===== src/rtl/cpu4_mem_pkg.sv =====
// Shared types and constants for the 4-bit CPU bus memory responder.
package cpu4_mem_pkg;

  localparam int DEF_ADDR_W = 6;
  localparam int DEF_DATA_W = 4;

  localparam logic [7:0] WR_COUNT_MAX = 8'd255;

  typedef enum logic [1:0] {
    IDLE = 2'd0,
    LOAD = 2'd1,
    RUN  = 2'd2
  } state_t;

endpackage


===== src/rtl/cpu4_nibble_ram.sv =====
// Flop-array nibble store: one synchronous write port, one combinational
// read port, cleared synchronously while rst_n is low.
module cpu4_nibble_ram
  import cpu4_mem_pkg::*;
#(
  parameter int ADDR_W = DEF_ADDR_W,
  parameter int DATA_W = DEF_DATA_W
) (
  input  logic              clk,
  input  logic              rst_n,
  input  logic              i_we,
  input  logic [ADDR_W-1:0] i_waddr,
  input  logic [DATA_W-1:0] i_wdata,
  input  logic [ADDR_W-1:0] i_raddr,
  output logic [DATA_W-1:0] o_rdata
);

  localparam int DEPTH = 2 ** ADDR_W;

  logic [DATA_W-1:0] r_mem [DEPTH];

  // Clear the whole image on reset, otherwise take the single write port.
  always_ff @(posedge clk) begin
    if (!rst_n) begin
      for (int i = 0; i < DEPTH; i++) begin
        r_mem[i] <= '0;
      end
    end else if (i_we) begin
      r_mem[i_waddr] <= i_wdata;
    end
  end

  assign o_rdata = r_mem[i_raddr];

endmodule


===== src/rtl/cpu4_bus_memory.sv =====
// Memory-side responder for the 4-bit accumulator CPU: serves bus reads from
// a registered address, captures stores on write cycles, and accepts a full
// 64-nibble image through a valid/ready loader.
module cpu4_bus_memory
  import cpu4_mem_pkg::*;
#(
  parameter int ADDR_W = DEF_ADDR_W,
  parameter int DATA_W = DEF_DATA_W
) (
  input  logic              clk,
  input  logic              rst_n,
  input  logic [ADDR_W-1:0] bus_in,
  input  logic              bus_wr,
  output logic [DATA_W-1:0] bus_rdata,
  input  logic              ld_start,
  input  logic              ld_valid,
  input  logic [DATA_W-1:0] ld_data,
  output logic              ld_ready,
  output logic              ld_done,
  output logic [7:0]        wr_count
);

  state_t            r_state;
  state_t            w_state_nxt;
  logic [ADDR_W-1:0] r_ptr;
  logic [ADDR_W-1:0] r_addr_q;
  logic [7:0]        r_wr_count;
  logic              r_ld_done;

  logic              w_in_load;
  logic              w_bus_en;
  logic              w_load_fire;
  logic              w_load_last;
  logic              w_bus_store;
  logic              w_ram_we;
  logic [ADDR_W-1:0] w_ram_waddr;
  logic [DATA_W-1:0] w_ram_wdata;
  logic [DATA_W-1:0] w_ram_rdata;

  // Next-state and state-decoded controls; ld_ready depends on state only.
  always_comb begin
    w_state_nxt = r_state;
    w_in_load   = 1'b0;
    w_bus_en    = 1'b0;
    case (r_state)
      IDLE, RUN: begin
        w_bus_en = 1'b1;
        if (ld_start) begin
          w_state_nxt = LOAD;
        end
      end
      LOAD: begin
        w_in_load = 1'b1;
        if (w_load_last) begin
          w_state_nxt = RUN;
        end
      end
      default: w_state_nxt = IDLE;
    endcase
  end

  // A restart in LOAD wins over a simultaneous nibble, which is dropped.
  assign w_load_fire = w_in_load && ld_valid && !ld_start;
  assign w_load_last = w_load_fire && (r_ptr == '1);
  assign w_bus_store = w_bus_en && bus_wr;

  // State register.
  always_ff @(posedge clk) begin
    if (!rst_n) begin
      r_state <= IDLE;
    end else begin
      r_state <= w_state_nxt;
    end
  end

  // Loader pointer: zeroed on any ld_start, wraps to 0 after entry 63.
  always_ff @(posedge clk) begin
    if (!rst_n) begin
      r_ptr <= '0;
    end else if (ld_start) begin
      r_ptr <= '0;
    end else if (w_load_fire) begin
      r_ptr <= r_ptr + ADDR_W'(1);
    end
  end

  // Load-complete flag: cleared when a load begins, set on the final transfer.
  always_ff @(posedge clk) begin
    if (!rst_n) begin
      r_ld_done <= 1'b0;
    end else if (ld_start) begin
      r_ld_done <= 1'b0;
    end else if (w_load_last) begin
      r_ld_done <= 1'b1;
    end
  end

  // Bus address register: captured on non-write cycles, held across writes.
  always_ff @(posedge clk) begin
    if (!rst_n) begin
      r_addr_q <= '0;
    end else if (w_bus_en && !bus_wr) begin
      r_addr_q <= bus_in;
    end
  end

  // Saturating count of serviced CPU write cycles.
  always_ff @(posedge clk) begin
    if (!rst_n) begin
      r_wr_count <= '0;
    end else if (w_bus_store && (r_wr_count != WR_COUNT_MAX)) begin
      r_wr_count <= r_wr_count + 8'd1;
    end
  end

  // Write port belongs to the loader in LOAD and to the bus otherwise.
  assign w_ram_we    = w_load_fire || w_bus_store;
  assign w_ram_waddr = w_in_load ? r_ptr   : r_addr_q;
  assign w_ram_wdata = w_in_load ? ld_data : bus_in[DATA_W-1:0];

  cpu4_nibble_ram #(
    .ADDR_W (ADDR_W),
    .DATA_W (DATA_W)
  ) u_ram (
    .clk     (clk),
    .rst_n   (rst_n),
    .i_we    (w_ram_we),
    .i_waddr (w_ram_waddr),
    .i_wdata (w_ram_wdata),
    .i_raddr (r_addr_q),
    .o_rdata (w_ram_rdata)
  );

  assign bus_rdata = w_in_load ? '0 : w_ram_rdata;
  assign ld_ready  = w_in_load;
  assign ld_done   = r_ld_done;
  assign wr_count  = r_wr_count;

endmodule


===== config.mk =====
export PLATFORM = sky130hd
export DESIGN_NAME = cpu4_bus_memory
export DESIGN_NICKNAME = d
export VERILOG_FILES = /design/src/rtl/cpu4_mem_pkg.sv /design/src/rtl/cpu4_nibble_ram.sv /design/src/rtl/cpu4_bus_memory.sv
export SDC_FILE = /design/constraint.sdc
export NUM_CORES = 1
export LEC_CHECK = 0
export ABC_AREA = 1
export BUFFER_PORTS_ARGS = -buffer_cell sky130_fd_sc_hd__clkbuf_2
export CELL_PAD_IN_SITES_DETAIL_PLACEMENT = 0
export CELL_PAD_IN_SITES_GLOBAL_PLACEMENT = 2
export CORE_ASPECT_RATIO = 0.9
export CORE_UTILIZATION = 39
export DETAILED_ROUTE_END_ITERATION = 10
export PLACE_DENSITY = 0.88
export SYNTH_ARGS = -nofsm -noshare
export SYNTH_HDL_FRONTEND = slang
export SYNTH_SLANG_ARGS = --single-unit

===== constraint.sdc =====
create_clock -name clk -period 4.58 [get_ports clk]
set_clock_uncertainty 0.15 [all_clocks]
set_input_delay 0.229 -clock clk [delete_from_list [all_inputs] [get_ports clk]]
set_output_delay 0.229 -clock clk [all_outputs]
set_load 0.01 [all_outputs]

==> metrics.txt <==
cell area after synthesis 0.0132 mm²; WL final 36000 µm; Critical Path RT between 4 and 5 ns; switching pwr 1.58 mW; Peak Freq roughly 280 MHz; CP Capture Type output port; gr ovfl total 0; worst skew pair latency between 0.5 and 0.6 ns; max cap viols 0; CP Max Fanout 80; Post-Syn Nets approximately 1500; Net Sw Frac 25.2%; clock sink total 285; via/cell ratio approximately 5.1; Slew Limit Fails 0; Post-synth ARST share 0%; Residual DRC 0; core area 0.0332 mm²; post-route ant nets 0; Post-Synthesis Cells 1460; Placer Congestion 0.793; Total GRT Usage 21.2%; sequential share of the synthesized area between 60% and 70%; total power draw 6.27 mW; IO Pins 29; NumNets Final 1483; Die X 196 µm; first-pass GRT wire length 55100 µm; Lkg Pwr 5.97 nW; DR vias between 9000 and 10000; clk root buf clkbuf_16; H-Tree Depth 2; clock-pin slew on the worst setup and hold paths 0.06 ns; PortBufs 28; Tmin final 3.63 ns; sequential fraction of design power 47.3%; Num CTS Buffers 34; largest net degree at the start of global routing 81; Synth top area share 58.2%; CP Class register to output port; antenna violations before repair 0; starting density of the core between 30% and 40%; post-synth top area cell edfxtp_1; drt pass-1 iters 5; maximum vdd drop 0.204 mV; CTS tree yes; drt wl/cell 18.5 µm; Rows 63; Worst-Margin Slew roughly 1.2 ns; CTS Buffer Depth 3; pwr/cell area 418 mW/mm²; Worst EP arrival around 3.3 ns; Final Hold Viols 0; Post-synth EDFFs 256; mean post-synth cell area just over 9 µm²; area of the die 0.0346 mm²; placed cells 1877; Slew HR 18.6%; clock share of power 42.1%; Yosys warning count 0; 1st-iter DRT viols approximately 800; Setup TNS Final 0 ns; Netlist cell types 27; Gate power share 10.6%; Tcrit/Tclk final 79.2%; status finished, final reports clean; die extent in y 177 µm; post-detail-place hpwl around 22000 µm; number of global-route vias before repair about 9700; Yosys reg bits 285; Hold Crit Class primary input to register; area grow syn2layout 13.4%; layout cells sized above 1 8.06%; CP startpoint kind register; Synth area leaders edfxtp_1 (58%), nand2_1 (14%), nand3_1 (8.4%), nor2_1 (8.1%), dfxtp_1 (4.4%); Non-Filler Instances 1943; # setup viols final 0; internal power 4.69 mW; # diodes 0; Primary FF master, synth edfxtp_1; RSZ-0062 raised after global routing false
## placed cells by master (no fill, tap or decap), types with 7 or more instances in the layout
cell / count
nor3_1: 7
dlygate4sd3_1: 8
edfxtp_1: 256
dfxtp_1: 27
nor2_1: 284
nand3_1: 223
o21ai_0: 16
clkbuf_16: 37
a21oi_1: 18
buf_4: 20
inv_1: 29
clkbuf_2: 27
nand2_1: 477
## worst max-delay path, stage by stage, from the launching register on
cell      delay (ns)
dfxtp_4         0.53
clkinv_2        0.63
buf_12          0.48
nand2_1         0.10
nand3_1         0.06
nand3_1         0.20
nand2_1         0.07
nand2_1         0.06
nand3_1         0.15
nand3_1         0.12
a21oi_1         0.15
clkbuf_2        0.17
## cell usage after synthesis (3+ instances only)
library cell,number
nand2_1,477
nor2_1,285
nor4_4,5
o21ai_0,16
mux2i_1,3
a21oi_1,18
nand3_1,223
edfxtp_1,256
dfxtp_1,29
clkbuf_1,74
xor2_1,3
inv_2,5
nor3_1,7
buf_1,12
inv_1,30
## state kept, by name, indices dropped and copies added (netlist names), named ones only
| register | flops |
|---|---|
| ld_done | 1 |
| r_addr_q | 6 |
| r_ptr | 6 |
| r_state | 2 |
| u_ram.r_mem | 256 |
| wr_count | 8 |
## power by group through the flow
stage | Clock, mW | Sequential [mW] | Combinational (mW)
finish | 2.64 | 2.97 | 0.666
global route | 2.76 | 2.98 | 0.728
CTS | 2.67 | 2.97 | 0.669
detailed placement | 0 | 3.02 | 0.661
global placement | 0 | 3.02 | 0.658
floorplan | 0 | 3.00 | 0.433
## metrics by stage
stage | hold slack, ns | worst slack, ns | util, % | cell area [µm²]
5_1_grt | 0.0730 | 0.640 | 45.2 | 15000
3_5_place_dp | 0.291 | 1.46 | 41.7 | 13800
4_1_cts | 0.0273 | 0.901 | 45.2 | 15000
6_report | 0.0415 | 0.951 | 45.2 | 15000
2_1_floorplan | 0.226 | 2.21 | - | 13200
3_3_place_gp | 0.289 | 1.43 | 41.7 | 13800
## worst paths after layout
path	startpoint	end	slack, ns	cells after the start
worst max-delay path	register	bus_rdata[2]	0.95	11
worst min-delay path	bus_wr	register	0.04	3
worst max register to register	r_state[0]	u_ram.r_mem[6][1]	1.42	8
worst min register to register	ld_done	ld_done	0.30	2
## routing by layer
metal | share of wire [%] | up-vias | global-route usage [%]
li1 | - | 4869 | -
met5 | 0 | - | 0
met2 | 47 | 314 | 35.4
met4 | 2.3 | 0 | 6.64
met3 | 6.4 | 56 | 3.22
met1 | 44 | 4713 | 28.4
## what timing repair did
action,CTS,global route
hold endpoints to repair,21,0
resized for setup,0,0
buffers inserted,0,0
hold buffers,8,0
## final cells by class
class                   count  area (µm²)
fillers                  3132       18200
flip-flops and latches    285        8270
multi-input cells        1053        4540
clock buffers              45         976
well taps                 455         569
repair buffers             57         390
inverters                  35         133
clock inverters            13         111
## kinds of logic (layout without fill, tap and decap cells)
| group | Yosys count | after routing | share of synthesized area (%) |
|---|---|---|---|
| AO/OA/AOI/OAI | 41 | 41 | 1.80 |
| XOR/XNOR | 4 | 4 | 0.265 |
| adder cells (fa/ha/maj) | 2 | 2 | 0.189 |
| buffers and inverters | 122 | 150 | 3.47 |
| flip-flops | 285 | 285 | 62.6 |
| multiplexers | 3 | 3 | 0.227 |
| AND/OR/NAND/NOR | 1003 | 1003 | 31.5 |
No activity file was read; power rests on OpenSTA's default activity.
